## src/rtl/sys_arr_pkg.sv

```systemverilog
// sys_arr_pkg: widths and lane types shared by the systolic array PE, row and collector blocks.
package sys_arr_pkg;
   localparam int PE_DATA_WIDTH = 8;
   localparam int PE_SUM_WIDTH = 16;

   typedef logic [PE_SUM_WIDTH-1:0] sum_t;

   typedef struct packed {
      logic act;
      sum_t sum;
   } lane_t;

   function automatic int vec_width(input int w);
      return PE_SUM_WIDTH * w;
   endfunction
endpackage

```

## src/rtl/sys_arr_out_fifo.sv

```systemverilog
// sys_arr_out_fifo: synchronous FIFO with registered head, count, full and empty.
module sys_arr_out_fifo #(
   parameter int WIDTH = 32,
   parameter int DEPTH = 4
) (
   input  logic                    clk,
   input  logic                    rst_n,
   input  logic                    push,
   input  logic [WIDTH-1:0]        wdata,
   input  logic                    pop,
   output logic [WIDTH-1:0]        head,
   output logic [$clog2(DEPTH):0]  count,
   output logic                    full,
   output logic                    empty
);
   localparam int AW = $clog2(DEPTH);
   localparam int CW = AW + 1;

   logic [WIDTH-1:0] mem_q [DEPTH];
   logic [WIDTH-1:0] mem_d [DEPTH];
   logic [AW-1:0]    wr_q, wr_d, rd_q, rd_d;
   logic [CW-1:0]    count_q, count_d;
   logic [WIDTH-1:0] head_q, head_d;
   logic             full_q, full_d, empty_q, empty_d, wr_en, rd_en;

   always_comb begin
      rd_en   = pop && !empty_q;
      wr_en   = push && (!full_q || rd_en);
      mem_d   = mem_q;
      if (wr_en) mem_d[wr_q] = wdata;
      wr_d    = wr_en ? wr_q + 1'b1 : wr_q;
      rd_d    = rd_en ? rd_q + 1'b1 : rd_q;
      count_d = count_q + CW'(wr_en) - CW'(rd_en);
      full_d  = count_d == CW'(DEPTH);
      empty_d = count_d == '0;
      // the incoming word becomes the head when nothing else remains ahead of it
      head_d  = (wr_en && count_q == CW'(rd_en)) ? wdata : rd_en ? mem_q[rd_d] : head_q;
   end

   always_ff @(posedge clk or negedge rst_n) begin
      if (!rst_n) begin
         mem_q   <= '{default: '0};
         wr_q    <= '0;
         rd_q    <= '0;
         count_q <= '0;
         head_q  <= '0;
         full_q  <= 1'b0;
         empty_q <= 1'b1;
      end else begin
         mem_q   <= mem_d;
         wr_q    <= wr_d;
         rd_q    <= rd_d;
         count_q <= count_d;
         head_q  <= head_d;
         full_q  <= full_d;
         empty_q <= empty_d;
      end
   end

   assign head  = head_q;
   assign count = count_q;
   assign full  = full_q;
   assign empty = empty_q;
endmodule

```

## src/rtl/sys_arr_collect.sv

```systemverilog
// sys_arr_collect: deskews the last array row into aligned result vectors and
// buffers them for a valid/ready consumer.
module sys_arr_collect
   import sys_arr_pkg::*;
#(
   parameter int ROW_WIDTH  = 2,
   parameter int FIFO_DEPTH = 4
) (
   input  logic                               clk,
   input  logic                               rst_n,
   input  logic [PE_SUM_WIDTH*ROW_WIDTH-1:0]  maccin,
   input  logic [ROW_WIDTH-1:0]               activein,
   input  logic                               out_ready,
   output logic                               out_valid,
   output logic [PE_SUM_WIDTH*ROW_WIDTH-1:0]  out_data,
   output logic [$clog2(FIFO_DEPTH):0]        fifo_count,
   output logic [15:0]                        vec_count,
   output logic                               overflow,
   output logic                               skew_err
);
   localparam int W  = ROW_WIDTH;
   localparam int VW = vec_width(ROW_WIDTH);

   logic [W-1:0]  al_act;
   logic [VW-1:0] al_data;
   logic          full, empty, pop, push, accept;
   logic [15:0]   vec_count_q, vec_count_d;
   logic          overflow_q, overflow_d, skew_err_q, skew_err_d;

   // one capture stage on every column plus W-1-c deskew stages for column c
   for (genvar c = 0; c < W; c++) begin : g_col
      localparam int N = W - c;
      lane_t sr_q [N];
      lane_t sr_d [N];
      always_comb begin
         sr_d[0] = {activein[c], maccin[c*PE_SUM_WIDTH +: PE_SUM_WIDTH]};
         for (int j = 1; j < N; j++) sr_d[j] = sr_q[j-1];
      end
      always_ff @(posedge clk or negedge rst_n) begin
         if (!rst_n) sr_q <= '{default: '0};
         else sr_q <= sr_d;
      end
      assign al_act[c] = sr_q[N-1].act;
      assign al_data[c*PE_SUM_WIDTH +: PE_SUM_WIDTH] = sr_q[N-1].sum;
   end

   always_comb begin
      pop         = !empty && out_ready;
      push        = al_act[0];
      accept      = push && (!full || pop);
      vec_count_d = vec_count_q + 16'(accept);
      overflow_d  = overflow_q || (push && full && !pop);
      skew_err_d  = skew_err_q || (al_act != {W{push}});
   end

   always_ff @(posedge clk or negedge rst_n) begin
      if (!rst_n) begin
         vec_count_q <= '0;
         overflow_q  <= 1'b0;
         skew_err_q  <= 1'b0;
      end else begin
         vec_count_q <= vec_count_d;
         overflow_q  <= overflow_d;
         skew_err_q  <= skew_err_d;
      end
   end

   sys_arr_out_fifo #(
      .WIDTH(VW),
      .DEPTH(FIFO_DEPTH)
   ) u_fifo (
      .clk  (clk),
      .rst_n(rst_n),
      .push (push),
      .wdata(al_data),
      .pop  (pop),
      .head (out_data),
      .count(fifo_count),
      .full (full),
      .empty(empty)
   );

   assign out_valid = !empty;
   assign vec_count = vec_count_q;
   assign overflow  = overflow_q;
   assign skew_err  = skew_err_q;
endmodule

```

## config.mk

```make
export PLATFORM = sky130hd
export DESIGN_NAME = sys_arr_collect
export DESIGN_NICKNAME = d
export VERILOG_FILES = /design/src/rtl/sys_arr_pkg.sv /design/src/rtl/sys_arr_out_fifo.sv /design/src/rtl/sys_arr_collect.sv
export SDC_FILE = /design/constraint.sdc
export NUM_CORES = 1
export LEC_CHECK = 0
export BUFFER_PORTS_ARGS = -buffer_cell sky130_fd_sc_hd__clkbuf_2
export CAP_MARGIN = 20
export CORE_UTILIZATION = 59
export CTS_CLUSTER_SIZE = 28
export DETAILED_ROUTE_END_ITERATION = 16
export GPL_ROUTABILITY_DRIVEN = 0
export GPL_TIMING_DRIVEN = 0
export PLACE_DENSITY = 0.79
export SETUP_SLACK_MARGIN = 0.2
export SLEW_MARGIN = 20
export SYNTH_ARGS = -nofsm -noshare
export SYNTH_HDL_FRONTEND = slang
export SYNTH_SLANG_ARGS = --single-unit
```

## constraint.sdc

```tcl
create_clock -name clk -period 3.3 [get_ports clk]
set_clock_uncertainty 0.05 [all_clocks]
set_input_delay 0.495 -clock clk [delete_from_list [all_inputs] [get_ports clk]]
set_output_delay 0.495 -clock clk [all_outputs]
set_load 0.02 [all_outputs]
```

### Word-level counts from Yosys, hierarchy flattened

Index checks and enable logic that the tools add are counted.

* bits in latches: 0
* memory bits (read-only): 0
* word-level logic and storage cells: 58
* memories kept: 0
* register bits after elaboration: 238
* output and inout port bits: 54
* input bits: 37
* memory bits (writable): 0

* add/subtract/negate cells: 5
* bitwise operators: 2
* mux-type cells: 9
* reduce and logical (&&, ||, !) cells: 17
* $mul: 0
* div/mod/pow operators: 0
* magnitude comparators: 3
* equality and inequality tests: 3
* shift operators: 0

Operators by type and width (count)
* $mux 32: 5
* $bwmux 128: 1
* $bmux 32 s2: 1
* $demux 32 s2: 1
* $add 16x1->16: 1
* $logic_and 1x1->1: 8
* $ge 3x3->1 const B: 2
* $not 2->3: 2
* $add 2x1->2 const B: 2
* $logic_or 1x1->1: 4
* $add 3x1->3: 1
* $eq 3x1->1: 1
* $eq 3x3->1 const B: 1
* $logic_not 1->1: 3
* $logic_not 3->1: 1
* $lt 3x1->1 const B: 1
* $sub 3x1->3: 1
* $mux 2: 1
* $reduce_bool 2->1: 1
* $ne 1x1->1: 1

### Logic depth before layout (Yosys ltp)

* word-level depth: 10
* gate-level depth with buffers: 10
* mapped depth without buffers: 8

### By module

Synthesis repeated with hierarchy kept, for this count alone.

* cells, all modules: 619
* area total of the unflattened synthesis: 9700.6 um^2

Modules (own cells, without submodules)
* sys_arr_out_fifo: area each 7618.6 um^2, instances 1, sequential area each 4230.3 um^2, cells an instance 498
* sys_arr_collect: area each 2082.0 um^2, instances 1, sequential area each 1726.7 um^2, cells an instance 121

### Least setup slack after synthesis

No wires, ideal clock.

* path type: input-to-reg
* start point: in out_ready
* end point: reg vec_count_q[14] (netlist: vec_count[14])
* stages: 10
* data required time: 3121 ps
* slack: 893 ps
* setup time: 129 ps
* data arrival time: 2228 ps
* buffers on the path: 2
* cell sequence: nand2b_4 buf_8 clkbuf_1 a21boi_0 ha_1 ha_1 nand4_1 nor3_1 nand4_1 xnor2_1

* word-level cells in the longest chain between the ends: 4

RTL lines
* start, declared: line sys_arr_collect.sv:13 `input logic out_ready,`
* $logic_and 1x1->1: line sys_arr_collect.sv:48 `pop = !empty && out_ready;`
* $logic_or 1x1->1: line sys_arr_collect.sv:50 `accept = push && (!full || pop);`
* $logic_and 1x1->1: line sys_arr_collect.sv:50
* $add 16x1->16: line sys_arr_collect.sv:51 `vec_count_d = vec_count_q + 16'(accept);`
* net vec_count_d[14]: line sys_arr_collect.sv:27 `logic [15:0] vec_count_q, vec_count_d;`
* end signal, assigned: line sys_arr_collect.sv:62 `vec_count_q <= vec_count_d;`
* end, declared: line sys_arr_collect.sv:27

The timed path passes the listed nets, and every way through them passes these cells.
A chain may end at the register's enable or synchronous reset.

### Final worst setup path

* start point: reg u_fifo.empty_q (netlist: u_fifo.empty)
* end point: reg vec_count_q[14] (netlist: vec_count[14])

* word-level cells in the longest chain between the ends: 5

RTL lines
* start, declared: line sys_arr_out_fifo.sv:24 `logic full_q, full_d, empty_q, empty_d, wr_en, rd_en;`
* start signal, assigned: line sys_arr_out_fifo.sv:56 `empty_q <= empty_d;`
* $logic_not 1->1: line sys_arr_collect.sv:48
* $logic_and 1x1->1: line sys_arr_collect.sv:48
* $logic_or 1x1->1: line sys_arr_collect.sv:50
* $logic_and 1x1->1: line sys_arr_collect.sv:50
* $add 16x1->16: line sys_arr_collect.sv:51
* net vec_count_d[14]: line sys_arr_collect.sv:27

The timed path passes the listed nets, and every way through them passes these cells.

==> flow_metrics.py <==
metrics = {
    "layout": {
        "most-common-layout-cells": "237 x dfrtp_1, 130 x mux2_2, 106 x nand2_1, 89 x clkbuf_2, 32 x mux4_2",
        "multi_input_area_sq_um": 3540,
        "instances_no_fill": 988,
        "nets": 801,
        "diodes": 0,
        "fillers": 1083,
        "seq_area_sq_um": 5960,
        "drive_gt1_frac": 0.435,
        "final_common_cell": "dfrtp_1",
        "stdcell_area_sq_um": 11300,
        "area_growth_pct": 16.8,
    },
    "floorplan": {
        "rows": 46,
        "dieArea_sq_um": 16900,
        "start_util": 0.607,
        "die_y_microns": 130,
        "core_sq_um": 15900,
        "die_w_microns": 130,
        "ios": 91,
    },
    "clock_tree": {
        "post_cts_buffers": 0,
        "numCtsBuffers": 25,
        "clock-sinks": 238,
        "clk_pin_slew_ns": 0.06,
        "htreeDepth": 1,
        "clk_path_buf_depth": 3,
        "root_buffer": "clkbuf_16",
        "clock_latency_ns": 0.51,
        "cts_tree": "built",
    },
    "synth": {
        "ys_warn_count": 0,
        "yosysTopAreaCell": "dfrtp_1",
        "syn-cell-area_sq_um": 9670,
        "ys_seq_elements": 238,
        "yosys-top-cells-area": "dfrtp_1 61%, mux2_2 15%, mux4_2 7.4%",
        "syn_area_per_cell_sq_um": 15.2,
        "synth.yosys.seq_area_share": 0.616,
        "post-synth-top-area-fraction": 0.613,
        "synth.distinct_cells": 34,
        "synth_nets": 681,
        "synthCells": 635,
    },
    "placed_design": {
        "place_ws_ns": 0.314,
        "dp_hpwl_microns": 11500,
        "port_buffers": 90,
        "dp_cells": 943,
        "place_area_sq_um": 10500,
    },
    "power": {
        "p_comb_frac": 0.349,
        "ir_drop_mv": 0.577,
        "netSwitchingFraction": 0.304,
        "p_leak_nw": 5.30,
        "p_sw_mw": 3.51,
        "clkPwrFrac": 0.242,
        "internal_power_mw": 8.01,
        "p_seq_frac": 0.409,
        "p_per_area_nw_per_um2": 1020,
        "finalPower_mw": 11.5,
    },
    "timing": {
        "worstMarginPinSlew_ns": 0.760,
        "min_period_ns": 2.70,
        "setup_violations": 0,
        "slew_headroom": 0.493,
        "tns_ns": 0,
        "drv_slew": 0,
        "finalHoldViolCount": 0,
        "max_freq_mhz": 371,
        "fin_crit_sh": 0.818,
        "rsz0062_at_grt": "false",
        "setup_ws_ns": 0.602,
    },
    "worst_setup_path": {
        "crit_required_ns": 3.64,
        "critPathTopFamily": "simple AND/OR/NAND/NOR gates",
        "cp-end-kind": "register",
        "cp_num_buf_inv": 2,
        "critPathLaunchType": "register",
        "critical-path-slowest-cell": "dfstp_2",
        "worst_path_largest_cell_delay_ns": 0.37,
        "critPathKind": "register to register",
        "path_cells": "nand2b_4, buf_8, clkbuf_1, a21boi_1, ha_1, ha_1, nand4_1, nor3_1, nand4_1, xnor2_1",
        "crit_arrival_ns": 3.04,
        "cp_max_fo": 10,
    },
    "grt": {
        "antenna_found_initial": 0,
        "grt_max_degree": 93,
        "overflow": 0,
        "grt_pass1_wl_microns": 30500,
        "grt_use_total": 0.237,
        "first_global_vias": 5843,
    },
    "detailed_routing": {
        "drt-initial-drc-count": 223,
        "drt_wl_total_microns": 18400,
        "drtAntennaViolNets": 0,
        "via_per_inst": 5.50,
        "wl_met1_microns": 7800,
        "dr_wl_met2_microns": 9480,
        "drt_pass1_iterations": 4,
        "wl_per_cell_microns": 18.6,
        "vias": 5430,
        "route.detailed.drc": 0,
        "top_layer_used": "met4",
        "wl_met3_microns": 807,
    },
    "run": {
        "drv_cap": 0,
    },
    "outcome": {
        "status": "finished, final reports clean",
    },
    "hold_path": {
        "min_path_type": "input pin to register",
    },
}
==> cells by family after synthesis <==
kind of cell               synth area share
AOI/OAI and AO/OA                   0.00401
xor gates and xnor gates             0.0198
adders and majority gates            0.0124
buffers and inverters                0.0188
DFF                                   0.616
muxes                                 0.271
and+or+nand+nor                      0.0585
==> layer usage <==
| metal | global-route usage | up-vias |
|---|---|---|
| met1 | 0.323 | 2841 |
| met3 | 0.0349 | 25 |
| met4 | 0.0739 | 0 |
| met5 | 0 | - |
| li1 | - | 2456 |
| met2 | 0.398 | 108 |
==> registers in the layout, summed over array words and instances (netlist names), 2 cells and up <==
name / cells
u_fifo.mem_q: 128
al_data: 32
u_fifo.head: 32
g_col.sr_d: 17
vec_count: 16
u_fifo.count: 3
u_fifo.rd_q: 2
u_fifo.wr_q: 2
==> through the flow <==
stage | utilization | hold WS, ns
after global placement | 0.652 | 0.283
final | 0.709 | 0.0333
after detailed placement | 0.656 | 0.286
after global routing | 0.709 | 0.0173
after floorplan | - | 0.149
after CTS | 0.709 | 0.0187
==> worst paths after layout <==
path,from,end,slack [ns],depth (start not counted)
hold / removal,maccin[28],al_data[28],0.03,1
min in group asynchronous,rst_n,u_fifo.head[28],0.48,2
hold reg to reg,g_col[0].sr_d[7],al_data[7],0.29,0
setup / recovery,u_fifo.empty,vec_count[14],0.60,10
max in group asynchronous,rst_n,u_fifo.mem_q[46],1.92,3
setup reg to reg,u_fifo.empty,vec_count[14],0.60,10
==> worst reg2reg max path, stage by stage, from the launching register on <==
cell and delay [ns]:
dfstp_2 0.37, nand2b_4 0.15, buf_8 0.15, clkbuf_1 0.27, a21boi_1 0.27, ha_1 0.32
ha_1 0.30, nand4_1 0.12, nor3_1 0.29, nand4_1 0.16, xnor2_1 0.14
==> cells in the mapped netlist, drive strengths merged <==
master / n
nand2: 106
xor2: 5
and3: 1
a21boi: 2
a31o: 1
nor3b: 1
nand2b: 2
dfstp: 1
nor3: 4
inv: 6
o21ai: 1
or4b: 1
nand4: 7
buf: 22
ha: 8
clkbuf: 10
nor2: 5
and4: 1
mux4: 32
dfrtp: 237
nand3: 3
mux2: 159
fa: 1
nor4bb: 1
xnor2: 16
and2b: 1
a31oi: 1
==> power by group through the flow <==
stage | combinational (mW) | clock, mW | sequential, mW
after floorplan | 2.86 | 0 | 4.85
after global placement | 3.87 | 0 | 4.63
after detailed placement | 4.04 | 0 | 4.74
after CTS | 4.09 | 2.85 | 4.70
after global routing | 4.38 | 2.98 | 4.84
final | 4.02 | 2.79 | 4.71
==> cell type report <==
cell class | count | area share
tap | 216 | 0.0239
clock inverter | 8 | 0.00830
inverter | 6 | 0.00199
timing repair buffer | 93 | 0.0464
sequential | 238 | 0.527
multi-input combinational | 359 | 0.313
buffer | 32 | 0.0141
clock buffer | 36 | 0.0652
==> what timing repair did <==
item	in CTS	in global routing
endpoints found under the hold margin	55	0
resized for setup	0	1
hold buffers	1	0
endpoints found under the setup margin	0	1
No activity file was read; power rests on OpenSTA's default activity.
